[src/rtl/demo_audio_pkg.sv]
// Shared constants for the demo audio path: default sizing, full-scale envelope level
// and the looping note table (phase increments per clock).
package demo_audio_pkg;

    localparam int DEF_PHASE_W         = 16;
    localparam int DEF_AMP_W           = 8;
    localparam int DEF_STEPS           = 16;
    localparam int DEF_FRAMES_PER_STEP = 8;
    localparam int DEF_DECAY           = 16;

    localparam logic [DEF_AMP_W-1:0] AMP_MAX = {DEF_AMP_W{1'b1}};

    // Increment 0 marks a rest step.
    function automatic logic [DEF_PHASE_W-1:0] note_inc(input logic [3:0] idx);
        logic [DEF_PHASE_W-1:0] inc;
        case (idx)
            4'd0:    inc = 16'h0000;
            4'd1:    inc = 16'h0400;
            4'd2:    inc = 16'h0480;
            4'd3:    inc = 16'h0510;
            4'd4:    inc = 16'h0560;
            4'd5:    inc = 16'h0000;
            4'd6:    inc = 16'h0400;
            4'd7:    inc = 16'h0360;
            4'd8:    inc = 16'h0300;
            4'd9:    inc = 16'h0000;
            4'd10:   inc = 16'h0480;
            4'd11:   inc = 16'h0400;
            4'd12:   inc = 16'h0360;
            4'd13:   inc = 16'h0300;
            4'd14:   inc = 16'h0280;
            default: inc = 16'h0000;
        endcase
        return inc;
    endfunction

endpackage

[src/rtl/sigma_delta_dac.sv]
// First-order sigma-delta modulator: the carry out of an AMP_W-bit accumulator is the
// 1-bit output, so ones density equals sample / 2^AMP_W.
module sigma_delta_dac
    import demo_audio_pkg::*;
#(
    parameter int AMP_W = DEF_AMP_W
) (
    input  logic             clk,
    input  logic             rst_n,
    input  logic             clr,
    input  logic [AMP_W-1:0] sample,
    output logic             bit_out
);

    logic [AMP_W-1:0] r_acc;
    logic             r_bit;
    logic [AMP_W:0]   w_sum;

    assign w_sum   = {1'b0, r_acc} + {1'b0, sample};
    assign bit_out = r_bit;

    always_ff @(posedge clk or negedge rst_n) begin
        if (!rst_n) begin
            r_acc <= '0;
            r_bit <= 1'b0;
        end else if (clr) begin
            r_acc <= '0;
            r_bit <= 1'b0;
        end else begin
            r_acc <= w_sum[AMP_W-1:0];
            r_bit <= w_sum[AMP_W];
        end
    end

endmodule

[src/rtl/tone_sequencer.sv]
// Frame-locked note sequencer: steps a looping note table, runs a square-wave phase
// accumulator with a decaying envelope, and drives the 1-bit audio pin via sigma-delta.
module tone_sequencer
    import demo_audio_pkg::*;
#(
    parameter int PHASE_W         = DEF_PHASE_W,
    parameter int AMP_W           = DEF_AMP_W,
    parameter int STEPS           = DEF_STEPS,
    parameter int FRAMES_PER_STEP = DEF_FRAMES_PER_STEP,
    parameter int DECAY           = DEF_DECAY
) (
    input  logic                     clk,
    input  logic                     rst_n,
    input  logic                     frame_tick,
    input  logic                     enable,
    output logic                     audio,
    output logic [$clog2(STEPS)-1:0] step,
    output logic                     note_on
);

    localparam int STEP_W = $clog2(STEPS);
    localparam int FC_W   = (FRAMES_PER_STEP > 1) ? $clog2(FRAMES_PER_STEP) : 1;

    localparam logic [FC_W-1:0]  FC_LAST   = FC_W'(FRAMES_PER_STEP - 1);
    localparam logic [AMP_W-1:0] DECAY_V   = AMP_W'(DECAY);
    // Note table and full-scale level are authored for the default widths.
    localparam logic [AMP_W-1:0] L_AMP_MAX = AMP_W'(AMP_MAX);

    logic [PHASE_W-1:0] r_phase;
    logic [AMP_W-1:0]   r_amp;
    logic [STEP_W-1:0]  r_step;
    logic [FC_W-1:0]    r_frame_cnt;
    logic               r_note_on;

    logic               w_advance;
    logic [STEP_W-1:0]  w_step_next;
    logic [PHASE_W-1:0] w_inc_cur;
    logic [PHASE_W-1:0] w_inc_next;
    logic [AMP_W-1:0]   w_amp_decayed;
    logic [AMP_W-1:0]   w_sample;
    logic               w_audio;

    assign w_advance     = frame_tick && (r_frame_cnt == FC_LAST);
    assign w_step_next   = r_step + STEP_W'(1);
    assign w_inc_cur     = PHASE_W'(note_inc(4'(r_step)));
    assign w_inc_next    = PHASE_W'(note_inc(4'(w_step_next)));
    assign w_amp_decayed = (r_amp > DECAY_V) ? (r_amp - DECAY_V) : '0;
    assign w_sample      = r_phase[PHASE_W-1] ? r_amp : '0;

    // A step advance retriggers the note and overrides both decay and phase advance.
    always_ff @(posedge clk or negedge rst_n) begin
        if (!rst_n) begin
            r_phase     <= '0;
            r_amp       <= '0;
            r_step      <= '0;
            r_frame_cnt <= '0;
        end else if (enable) begin
            if (w_advance) begin
                r_frame_cnt <= '0;
                r_step      <= w_step_next;
                r_phase     <= '0;
                r_amp       <= (w_inc_next != '0) ? L_AMP_MAX : '0;
            end else begin
                r_phase <= r_phase + w_inc_cur;
                if (frame_tick) begin
                    r_frame_cnt <= r_frame_cnt + FC_W'(1);
                    r_amp       <= w_amp_decayed;
                end
            end
        end
    end

    always_ff @(posedge clk or negedge rst_n) begin
        if (!rst_n) begin
            r_note_on <= 1'b0;
        end else begin
            r_note_on <= (r_amp != '0);
        end
    end

    sigma_delta_dac #(
        .AMP_W (AMP_W)
    ) u_dac (
        .clk     (clk),
        .rst_n   (rst_n),
        .clr     (~enable),
        .sample  (w_sample),
        .bit_out (w_audio)
    );

    assign audio   = w_audio;
    assign step    = r_step;
    assign note_on = r_note_on;

endmodule

[config.mk]
export PLATFORM = sky130hd
export DESIGN_NAME = tone_sequencer
export DESIGN_NICKNAME = d
export VERILOG_FILES = /design/src/rtl/demo_audio_pkg.sv /design/src/rtl/sigma_delta_dac.sv /design/src/rtl/tone_sequencer.sv
export SDC_FILE = /design/constraint.sdc
export NUM_CORES = 1
export LEC_CHECK = 0
export BUFFER_PORTS_ARGS = -buffer_cell sky130_fd_sc_hd__buf_2
export CAP_MARGIN = 20
export CORE_ASPECT_RATIO = 1.1
export CORE_MARGIN = 2
export CORE_UTILIZATION = 45
export DETAILED_ROUTE_END_ITERATION = 8
export SYNTH_ARGS = -nofsm -noshare
export SYNTH_HDL_FRONTEND = slang
export SYNTH_SLANG_ARGS = --single-unit
export TNS_END_PERCENT = 20
[constraint.sdc]
create_clock -name clk -period 3 [get_ports clk]
set_clock_uncertainty 0.2 [all_clocks]
set_input_delay 0.9 -clock clk [delete_from_list [all_inputs] [get_ports clk]]
set_output_delay 0.9 -clock clk [all_outputs]
set_load 0.01 [all_outputs]
==> flow_metrics.py, run 1 <==
metrics = {
    "outcome": {
        "status": "finished clean",
    },
    "hold_path": {
        "whs_path_depth": 2,
        "min_path_type": "flip-flop to flip-flop",
        "min_from": "r_frame_cnt[1]",
        "holdPathEnd": "r_frame_cnt[1]",
    },
    "cts": {
        "postCtsHoldBufs": 0,
        "cts_resized": 0,
        "postCtsSetupRepairBufs": 0,
        "clock_sinks": 34,
        "htree_levels": 2,
        "tritoncts": "yes",
        "cts_root_buf": "clkbuf_8",
        "cts_made_buffers": 5,
        "cts_max_path_buffers": 2,
        "clk_latency_ns": 0.28,
        "clk_pin_slew_ns": 0.07,
    },
    "critical_path": {
        "critPathLaunchType": "flip-flop",
        "critPathKind": "flip-flop to flip-flop",
        "reg2reg_to": "r_phase[14]",
        "reg2reg_slack_ns": 0.21,
        "r2r_start": "step[0]",
        "startpoint": "step[0]",
        "r2r_cells": 11,
        "crit_arrival_ns": 2.75,
        "slowest_delay_ns": 0.45,
        "worst-path-max-fanout": 9,
        "cp-end-kind": "flip-flop",
        "cp_top_family": "adder cells",
        "crit_buf_inv": 1,
        "crit_chain": "ha_1, ha_1, nor2b_1, ha_1, inv_1, fa_1, nor2b_2, o31ai_2, a211oi_2, xnor2_1, nor2_1",
        "cpMaxStageDelayCell": "dfrtp_2",
        "required_ns": 2.96,
        "crit_top_cell": "ha_1",
    },
    "pwr": {
        "p_seq_frac": 0.339,
        "p_comb_frac": 0.513,
        "p_leak_uw": 0.001262,
        "switching_power_uw": 896.2,
        "power_density_nw_per_um2": 832.8,
        "vdd_ir_drop_max_uv": 511.5,
        "power.total_uw": 2142,
        "clockPowerShare": 0.148,
        "cellInternalPower_uw": 1246,
        "sw_frac_of_total": 0.4183,
    },
    "floorplanning": {
        "core_um2": 5034,
        "die_w_um": 73.27,
        "start_util": 0.4718,
        "design.die.area_um2": 5875,
        "die_y_um": 80.19,
        "io_pins": 10,
        "num_rows": 27,
    },
    "grt": {
        "grt_pass1_wl_um": 7962,
        "grt_use_total": 0.1759,
        "grt_pass1_vias": 1825,
        "grt_antenna_before_repair": 0,
        "gr-total-overflow": 0,
        "grt_max_degree": 35,
    },
    "synth": {
        "synth_area_leaders": "dfrtp_1 (36%), ha_1 (16%), o21ai_0 (3.8%)",
        "synth_commonest_cells": "dfrtp_1 (34), ha_1 (30), nand2_1 (22), inv_1 (19), o21ai_0 (18)",
        "synth.top_cell.area_share": 0.3583,
        "synth-async-reset-ratio": 1.000,
        "seq_area_frac_synth": 0.3583,
        "synth_cells": 252,
        "synth.most_common_cell": "dfrtp_1",
        "syn_area_um2": 2375,
        "syn-num-nets": 288,
        "syn_avg_cell_area_um2": 9.424,
        "yosysUniqueCellTypes": 53,
        "synth_top_cell_by_area": "dfrtp_1",
        "synthFlopType": "dfrtp_1",
        "yosys_warnings": 0,
        "ys_ff_latch": 34,
        "synth-edff-count": 0,
    },
    "detailed_routing": {
        "wire_per_inst_um": 13.95,
        "drt_iter0_markers": 80,
        "ant_nets": 0,
        "dr.pass1.iters": 4,
        "wl_um": 4521,
        "viasPerCell": 5.392,
        "drc_errors": 0,
        "vias": 1747,
    },
    "placed_design": {
        "port_buffers": 9,
        "dp_hpwl_um": 3333,
        "dp.cells": 317,
        "place_congestion": 0.7908,
    },
    "timing": {
        "max_slew_margin": 0.4789,
        "tightest_slew_ns": 0.7817,
        "min_period_over_period": 0.9300,
        "timing.hold.ws_ns": 0.2844,
        "rsz0062_at_grt": "no",
        "setup_viol": 0,
        "fmax_mhz": 358.4,
        "period_needed_ns": 2.790,
        "final.setup.tns_ns": 0,
        "hold_viol": 0,
        "drv_slew": 0,
    },
    "finish": {
        "drive_above_1_share": 0.1353,
        "fin_nets": 302,
        "fillCellCount": 469,
        "layout-area-overhead-vs-synth_pct": 8.325,
        "regArea_um2": 852.1,
        "final_cells": 324,
        "multi_input_comb_area_um2": 1423,
        "n_antenna_cell": 0,
    },
    "flow_run": {
        "maxCapViolCount": 0,
    },
}
## registers in the layout (all words and copies together), names as in the netlist
register / count
r_phase: 12
u_dac.r_acc: 8
r_amp: 5
step: 4
r_frame_cnt: 3
note_on: 1
u_dac.bit_out: 1
## worst max-delay path by stage
stage	endpoint	slack [ns]	cells after the start
after global placement	r_phase[14]	0.19	11
after global routing	r_phase[10]	0.01	10
final	r_phase[14]	0.21	11
after floorplan	r_phase[10]	0.27	10
after CTS	r_phase[14]	0.13	11
after detailed placement	r_phase[14]	0.14	11
## power by group through the flow
stage / Clock [uW] / Sequential [uW] / Combinational, uW
2_1_floorplan: 0 / 714 / 853
3_3_place_gp: 0 / 725 / 1080
3_5_place_dp: 0 / 729 / 1100
4_1_cts: 333 / 722 / 1110
5_1_grt: 353 / 746 / 1250
6_report: 317 / 727 / 1100
## kinds of logic (layout without fill, tap and decap cells)
group	Yosys count	in the layout	share of synthesized area
flops	34	34	0.3583
fa+ha+maj	32	32	0.1749
mux	1	1	0.004215
compound gates	67	67	0.2050
xor+xnor	14	14	0.05163
simple gates	79	79	0.1633
buf+inv	25	39	0.04268
## layout by cell type (no fill, tap or decap), types with 3 or more instances in the layout
master	n
dfrtp_1	33
ha_1	30
nand2_1	22
clkbuf_8	5
inv_1	19
o21a_1	3
and2_1	11
nor2_1	16
a21oi_1	12
xor2_1	4
nor3_1	4
and3_1	4
nand3_1	10
o21ai_0	18
xnor2_1	10
nor2b_1	3
buf_4	4
buf_2	9
## metrics by stage
stage               cell area (um^2)  utilization  setup WS, ns
CTS                             2571       0.5108        0.1325
detailed placement              2492       0.4952        0.1407
finish                          2572       0.5111        0.2099
global route                    2572       0.5111       0.01447
global placement                2492       0.4952        0.1910
floorplan                       2375            -        0.2707
## layout make-up
class / instances / share of cell area
clock buffers: 5 / 0.02675
flip-flops and latches: 34 / 0.3312
repair buffers: 13 / 0.02918
well taps: 58 / 0.02821
inverters: 19 / 0.02772
multi-input cells: 193 / 0.5530
clock inverters: 2 / 0.003891
## worst min-delay path, delay by kind of cell (launching register included)
| kind | cells | cell delay (ns) |
|---|---|---|
| DFF | 1 | 0.35 |
| and+or+nand+nor | 2 | 0.10 |
## routing by layer
layer | up-vias | track usage | part of all wire
li1 | 901 | - | -
met1 | 818 | 0.2248 | 0.51
met2 | 22 | 0.2883 | 0.46
met3 | 6 | 0.04642 | 0.023
met4 | 0 | 0.05370 | 0.0093
met5 | - | 0 | 0
(Power assumes the default switching activity.)
==> run 2: changes to the inputs <==
Settings changed: ABC_AREA from default to 1, CORE_MARGIN 2 to 4, GPL_TIMING_DRIVEN from default to 0.
==> run 2 against run 1 <==
Net effect: first-iteration DRC count down 13%; register-to-register slack gained 0.06 ns; clock power rose by 16%; cell count grew 31%; sequential share of layout area down 2.2 points; area after synthesis increased by 4.7%; non-clock buffer count up 4; highest routed layer unchanged; critical path depth rose by 6.
==> flow_metrics.py, run 2 <==
metrics = {
    "placed_design": {
        "place_congestion": 0.8397,
        "port_buffers": 8,
        "dp_hpwl_um": 3554,
        "dpl_worst_slack_ns": 0.07552,
    },
    "cts": {
        "clk_latency_ns": 0.29,
        "tritoncts": "yes",
        "cts_max_path_buffers": 2,
        "cts_root_buf": "clkbuf_8",
        "cts_made_buffers": 5,
        "clk_pin_slew_ns": 0.08,
        "postCtsHoldBufs": 0,
        "clock_sinks": 34,
        "htree_levels": 2,
    },
    "critical_path": {
        "required_ns": 2.99,
        "crit_top_cell": "nand2_1",
        "slowest_delay_ns": 0.44,
        "crit_chain": "inv_1, ha_1, nor2_1, nor2_1, inv_1, nand2_1, fa_1, inv_1, nand3_1, nand2_1, nand2_1, nand2_1, nand3_1, nand2_1, nand2_1, nand2_1, inv_1",
        "cpMaxStageDelayCell": "dfrtp_2",
        "crit_buf_inv": 4,
        "crit_arrival_ns": 2.73,
        "cp_top_family": "simple AND/OR/NAND/NOR gates",
        "r2r_start": "step[0]",
        "critPathKind": "flip-flop to flip-flop",
        "worst-path-max-fanout": 8,
        "reg2reg_to": "r_phase[14]",
        "cp-end-kind": "flip-flop",
        "reg2reg_slack_ns": 0.27,
        "r2r_cells": 17,
        "critPathLaunchType": "flip-flop",
    },
    "synth": {
        "yosysUniqueCellTypes": 33,
        "syn_area_um2": 2487,
        "synth_cells": 327,
        "synth.most_common_cell": "nand2_1",
        "ys_ff_latch": 34,
        "synth-edff-count": 0,
        "syn-num-nets": 363,
        "syn_avg_cell_area_um2": 7.607,
        "synthFlopType": "dfrtp_1",
        "synth_area_leaders": "dfrtp_1 (34%), ha_1 (15%), nand2_1 (12%)",
        "yosys_warnings": 0,
        "seq_area_frac_synth": 0.3421,
        "synth_top_cell_by_area": "dfrtp_1",
        "synth.top_cell.area_share": 0.3421,
        "synth-async-reset-ratio": 1.000,
        "synth_commonest_cells": "nand2_1 (78), inv_1 (51), dfrtp_1 (34), ha_1 (30), nor2_1 (27)",
    },
    "pwr": {
        "clockPowerShare": 0.124,
        "cellInternalPower_uw": 1548,
        "switching_power_uw": 1435,
        "vdd_ir_drop_max_uv": 606.6,
        "power_density_nw_per_um2": 1082,
        "sw_frac_of_total": 0.4811,
        "p_seq_frac": 0.270,
        "p_comb_frac": 0.606,
        "p_leak_uw": 0.001535,
    },
    "finish": {
        "layout-area-overhead-vs-synth_pct": 10.81,
        "largest_register": "r_phase",
        "drive_above_1_share": 0.1178,
        "multi_input_comb_area_um2": 1411,
        "fin_nets": 383,
        "regArea_um2": 853.3,
        "top_regs": "r_phase: 12 flops, u_dac.r_acc: 8 flops, r_amp: 5 flops",
        "fillCellCount": 555,
        "largest_reg_flops": 12,
        "final_cell_mix": "nand2_1 (78), inv_1 (51), dfrtp_1 (32), ha_1 (30), nor2_1 (27)",
        "layout.cells.most_common": "nand2_1",
        "n_antenna_cell": 0,
    },
    "outcome": {
        "status": "finished clean",
    },
    "detailed_routing": {
        "drc_errors": 0,
        "dr.pass1.iters": 4,
        "wl_um": 4911,
        "ant_nets": 0,
        "viasPerCell": 4.901,
        "vias": 2073,
        "drt_iter0_markers": 70,
        "wire_per_inst_um": 11.61,
    },
    "hold_path": {
        "whs_path_depth": 2,
        "holdPathEnd": "r_frame_cnt[1]",
        "min_from": "r_frame_cnt[1]",
        "min_path_type": "flip-flop to flip-flop",
    },
    "grt": {
        "grt_antenna_before_repair": 0,
        "grt_pass1_vias": 1842,
        "grt_use_total": 0.1558,
        "grt_pass1_wl_um": 8390,
        "gr-total-overflow": 0,
        "grt_max_degree": 35,
    },
    "timing": {
        "fin_ws_ns": 0.2695,
        "rsz0062_at_grt": "no",
        "final.setup.tns_ns": 0,
        "period_needed_ns": 2.730,
        "min_period_over_period": 0.9102,
        "fmax_mhz": 366.2,
        "setup_viol": 0,
        "hold_viol": 0,
        "tightest_slew_ns": 0.7903,
        "drv_slew": 0,
        "max_slew_margin": 0.4732,
    },
    "floorplanning": {
        "start_util": 0.4641,
        "io_pins": 10,
        "num_rows": 28,
        "die_y_um": 85.98,
        "design.die.area_um2": 6782,
        "die_w_um": 78.89,
        "core_um2": 5360,
    },
    "flow_run": {
        "maxCapViolCount": 0,
    },
}
run 2: cell count changes after synthesis, moves of 4 or more:
| cell | delta |
|---|---|
| inv_1 | +32 |
| a21oi_1 | +10 |
| nor2_1 | +11 |
| nand2_1 | +56 |
| nand3_1 | +9 |
| and2_1 | -11 |
| xnor2_1 | -9 |
| and3_1 | -4 |
| nand4_1 | +8 |
run 2: how the worst max path moves through the flow:
| stage | cells past startpoint | start | slack [ns] | end |
|---|---|---|---|---|
| 2_1_floorplan | 17 | step[0] | 0.38 | r_phase[14] |
| 3_3_place_gp | 17 | step[1] | 0.10 | r_phase[14] |
| 3_5_place_dp | 17 | step[1] | 0.08 | r_phase[14] |
| 4_1_cts | 17 | step[1] | 0.06 | r_phase[14] |
| 5_1_grt | 17 | step[1] | 0.03 | r_phase[14] |
| 6_report | 17 | step[0] | 0.27 | r_phase[14] |
run 2: area by class of cell:
class	instances	area share
Clock inverter	2	0.004539
Inverter	53	0.07217
Tap cell	75	0.03404
Sequential cell	34	0.3096
Multi-Input combinational cell	236	0.5120
Buffer	4	0.009532
Timing Repair Buffer	13	0.02814
Clock buffer	6	0.02996
run 2: per-layer routing:
| metal | wire length [um] | up-vias | share of wire | global-route usage |
|---|---|---|---|---|
| met1 | 2496 | 954 | 0.51 | 0.2069 |
| met5 | 0 | - | 0 | 0 |
| met3 | 109 | 6 | 0.022 | 0.03466 |
| met2 | 2240 | 16 | 0.46 | 0.2517 |
| li1 | - | 1097 | - | - |
| met4 | 64 | 0 | 0.013 | 0.05156 |
run 2: worst register-to-register path, cell delays in order (launching register included):
cell and delay (ns):
dfrtp_2 0.44, inv_1 0.13, ha_1 0.36, nor2_1 0.12, nor2_1 0.06, inv_1 0.05, nand2_1 0.09, fa_1 0.44
inv_1 0.07, nand3_1 0.06, nand2_1 0.14, nand2_1 0.07, nand2_1 0.10, nand3_1 0.08, nand2_1 0.09, nand2_1 0.05
nand2_1 0.05, inv_1 0.03
run 2: metrics by stage:
step / hold WS, ns / utilization / power [uW] / cell area [um^2] / std cells
finish: 0.2901 / 0.5142 / 2983 / 2756 / 423
global route: 0.3168 / 0.5142 / 3324 / 2756 / 423
CTS: 0.2937 / 0.5068 / 2953 / 2716 / 418
detailed placement: 0.2782 / 0.4890 / 2565 / 2621 / 410
global placement: 0.2685 / 0.4890 / 2538 / 2621 / 410
floorplan: 0.2528 / - / 2203 / 2487 / 327
run 2: cells by family (layout without fill, tap and decap cells):
kind of cell | count (synthesis) | in the layout | share of synthesized area
flip-flops | 34 | 34 | 0.3421
XOR/XNOR | 6 | 6 | 0.02113
AND/OR/NAND/NOR | 147 | 147 | 0.2641
buffers and inverters | 57 | 78 | 0.09054
AO/OA/AOI/OAI | 51 | 51 | 0.1152
adder cells (fa/ha/maj) | 32 | 32 | 0.1670
run 2: power groups by stage:
stage	Sequential (uW)	Combinational (uW)	Clock, uW
floorplan	798	1400	0
global placement	821	1720	0
detailed placement	825	1740	0
CTS	817	1760	380
global route	836	2080	407
finish	807	1810	369
run 2: what timing repair did:
item	in CTS	in global routing
setup endpoints to repair	0	9
buffers inserted	0	5
resized for setup	0	2
==> run 3: changes to the inputs <==
Settings changed: RECOVER_POWER from default to 100.
Clock period 3 ns to 2.9 ns, I/O delays scaled along.
==> run 3 against run 2 <==
Net effect: sequential share of layout area increased by 0.14 points; combinational power increased by 4%; via count about the same; non-clock buffer count unchanged; largest cell class unchanged; cell area decreased by 0.45%.
==> flow_metrics.py, run 3 (synthesis results as in run 2) <==
metrics = {
    "outcome": {
        "status": "finished clean",
    },
    "floorplanning": {
        "design.die.area_um2": 6782,
        "io_pins": 10,
        "num_rows": 28,
        "core_um2": 5360,
        "die_y_um": 85.98,
        "start_util": 0.4641,
        "die_w_um": 78.89,
    },
    "pwr": {
        "p_leak_uw": 0.001519,
        "clockPowerShare": 0.123,
        "sw_frac_of_total": 0.4785,
        "vdd_ir_drop_max_uv": 629.6,
        "cellInternalPower_uw": 1615,
        "p_comb_frac": 0.607,
        "power_density_nw_per_um2": 1129,
        "p_seq_frac": 0.270,
        "switching_power_uw": 1482,
    },
    "cts": {
        "cts_made_buffers": 5,
        "cts_max_path_buffers": 2,
        "clock_sinks": 34,
        "clk_pin_slew_ns": 0.08,
        "tritoncts": "yes",
        "clk_latency_ns": 0.29,
        "postCtsHoldBufs": 0,
        "cts_root_buf": "clkbuf_8",
        "htree_levels": 2,
    },
    "timing": {
        "setup_viol": 0,
        "timing.hold.ws_ns": 0.2895,
        "drv_slew": 0,
        "fin_ws_ns": 0.2040,
        "tightest_slew_ns": 0.8759,
        "hold_viol": 0,
        "final.setup.tns_ns": 0,
        "max_slew_margin": 0.4160,
        "period_needed_ns": 2.696,
        "min_period_over_period": 0.9296,
        "fmax_mhz": 370.9,
    },
    "finish": {
        "largest_register": "r_phase",
        "drive_above_1_share": 0.1063,
        "fin_nets": 383,
        "final_cell_mix": "nand2_1 (79), inv_1 (50), dfrtp_1 (32), nor2_1 (28), ha_1 (28)",
        "layout.cells.most_common": "nand2_1",
        "n_antenna_cell": 0,
        "layout-area-overhead-vs-synth_pct": 10.31,
        "top_regs": "r_phase: 12 flops, u_dac.r_acc: 8 flops, r_amp: 5 flops",
        "largest_reg_flops": 12,
    },
    "detailed_routing": {
        "wire_per_inst_um": 11.62,
        "drt_iter0_markers": 62,
        "viasPerCell": 4.896,
        "ant_nets": 0,
        "vias": 2071,
        "drc_errors": 0,
        "wl_um": 4916,
        "dr.pass1.iters": 4,
    },
    "critical_path": {
        "required_ns": 2.89,
        "crit_arrival_ns": 2.69,
        "cp-end-kind": "flip-flop",
        "critPathKind": "flip-flop to flip-flop",
        "critPathLaunchType": "flip-flop",
        "worst-path-max-fanout": 8,
    },
    "placed_design": {
        "port_buffers": 8,
        "dpl_worst_slack_ns": -0.02448,
        "place_congestion": 0.8397,
        "dp_hpwl_um": 3554,
    },
    "grt": {
        "grt_use_total": 0.1558,
        "grt_pass1_vias": 1842,
        "grt_pass1_wl_um": 8390,
        "grt_max_degree": 35,
        "grt.busiest_layer": "met2",
        "grt_antenna_before_repair": 0,
        "gr-total-overflow": 0,
        "met3_usage": 0.03466,
        "use_met1": 0.2069,
        "gr-usage-met2": 0.2517,
    },
    "hold_path": {
        "min_path_type": "flip-flop to flip-flop",
    },
    "flow_run": {
        "maxCapViolCount": 0,
    },
}
[run 3: cell count changes in the layout (fill, tap and decap cells not counted), sizes merged]
cell / delta
clkbuf: +5
buf: -5
[run 3: timing repair]
| action | in CTS | in global routing |
|---|---|---|
| endpoints found under the setup margin | 2 | 7 |
| resized for setup | 2 | 3 |
| buffers inserted | 0 | 5 |
[run 3: area by class of cell]
| type | count | area (um^2) |
|---|---|---|
| sequential | 34 | 853.3 |
| tap | 75 | 93.84 |
| clock inverter | 2 | 12.51 |
| clock buffer | 6 | 82.58 |
| timing repair buffer | 13 | 73.82 |
| fill | 557 | 2616 |
| buffer | 4 | 25.02 |
| multi-input combinational | 236 | 1404 |
| inverter | 53 | 198.9 |
[run 3: metal layers]
layer | part of all wire | wire length (um)
met1 | 0.50 | 2469
met2 | 0.46 | 2274
met3 | 0.022 | 108
met4 | 0.013 | 64
met5 | 0 | 0
[run 3: final timing paths]
path	start	end	slack (ns)	cells past startpoint
worst min-delay path	r_frame_cnt[1]	r_frame_cnt[1]	0.29	2
worst max-delay path	step[1]	r_phase[14]	0.20	17
max in group asynchronous	rst_n	step[1]	1.41	1
worst max register to register	step[1]	r_phase[14]	0.20	17
worst min register to register	r_frame_cnt[1]	r_frame_cnt[1]	0.29	2
min in group asynchronous	rst_n	u_dac.r_acc[5]	0.48	1
[run 3: through the flow]
step / instances / area [um^2] / total power (uW) / util
2_1_floorplan: 327 / 2487 / 2279 / -
3_3_place_gp: 410 / 2621 / 2625 / 0.4890
3_5_place_dp: 410 / 2621 / 2654 / 0.4890
4_1_cts: 418 / 2719 / 3058 / 0.5072
5_1_grt: 423 / 2744 / 3449 / 0.5119
6_report: 423 / 2744 / 3097 / 0.5119
[run 3: worst max-delay path: stages, from the launching register on]
cell and delay [ns]:
dfrtp_2 0.47, inv_1 0.19, ha_4 0.25, nor2_1 0.10
nor2_1 0.06, inv_1 0.05, nand2_1 0.09, fa_1 0.44
inv_1 0.07, nand3_1 0.06, nand2_1 0.14, nand2_1 0.07
nand2_1 0.10, nand3_1 0.08, nand2_1 0.09, nand2_1 0.06
nand2_1 0.05, inv_1 0.03
[run 3: power by group through the flow]
stage          clock network (uW)  registers [uW]  logic, uW
3_5_place_dp                    0             853       1800
5_1_grt                       421             867       2160
3_3_place_gp                    0             849       1780
4_1_cts                       394             849       1820
6_report                      382             836       1880
2_1_floorplan                   0             826       1450
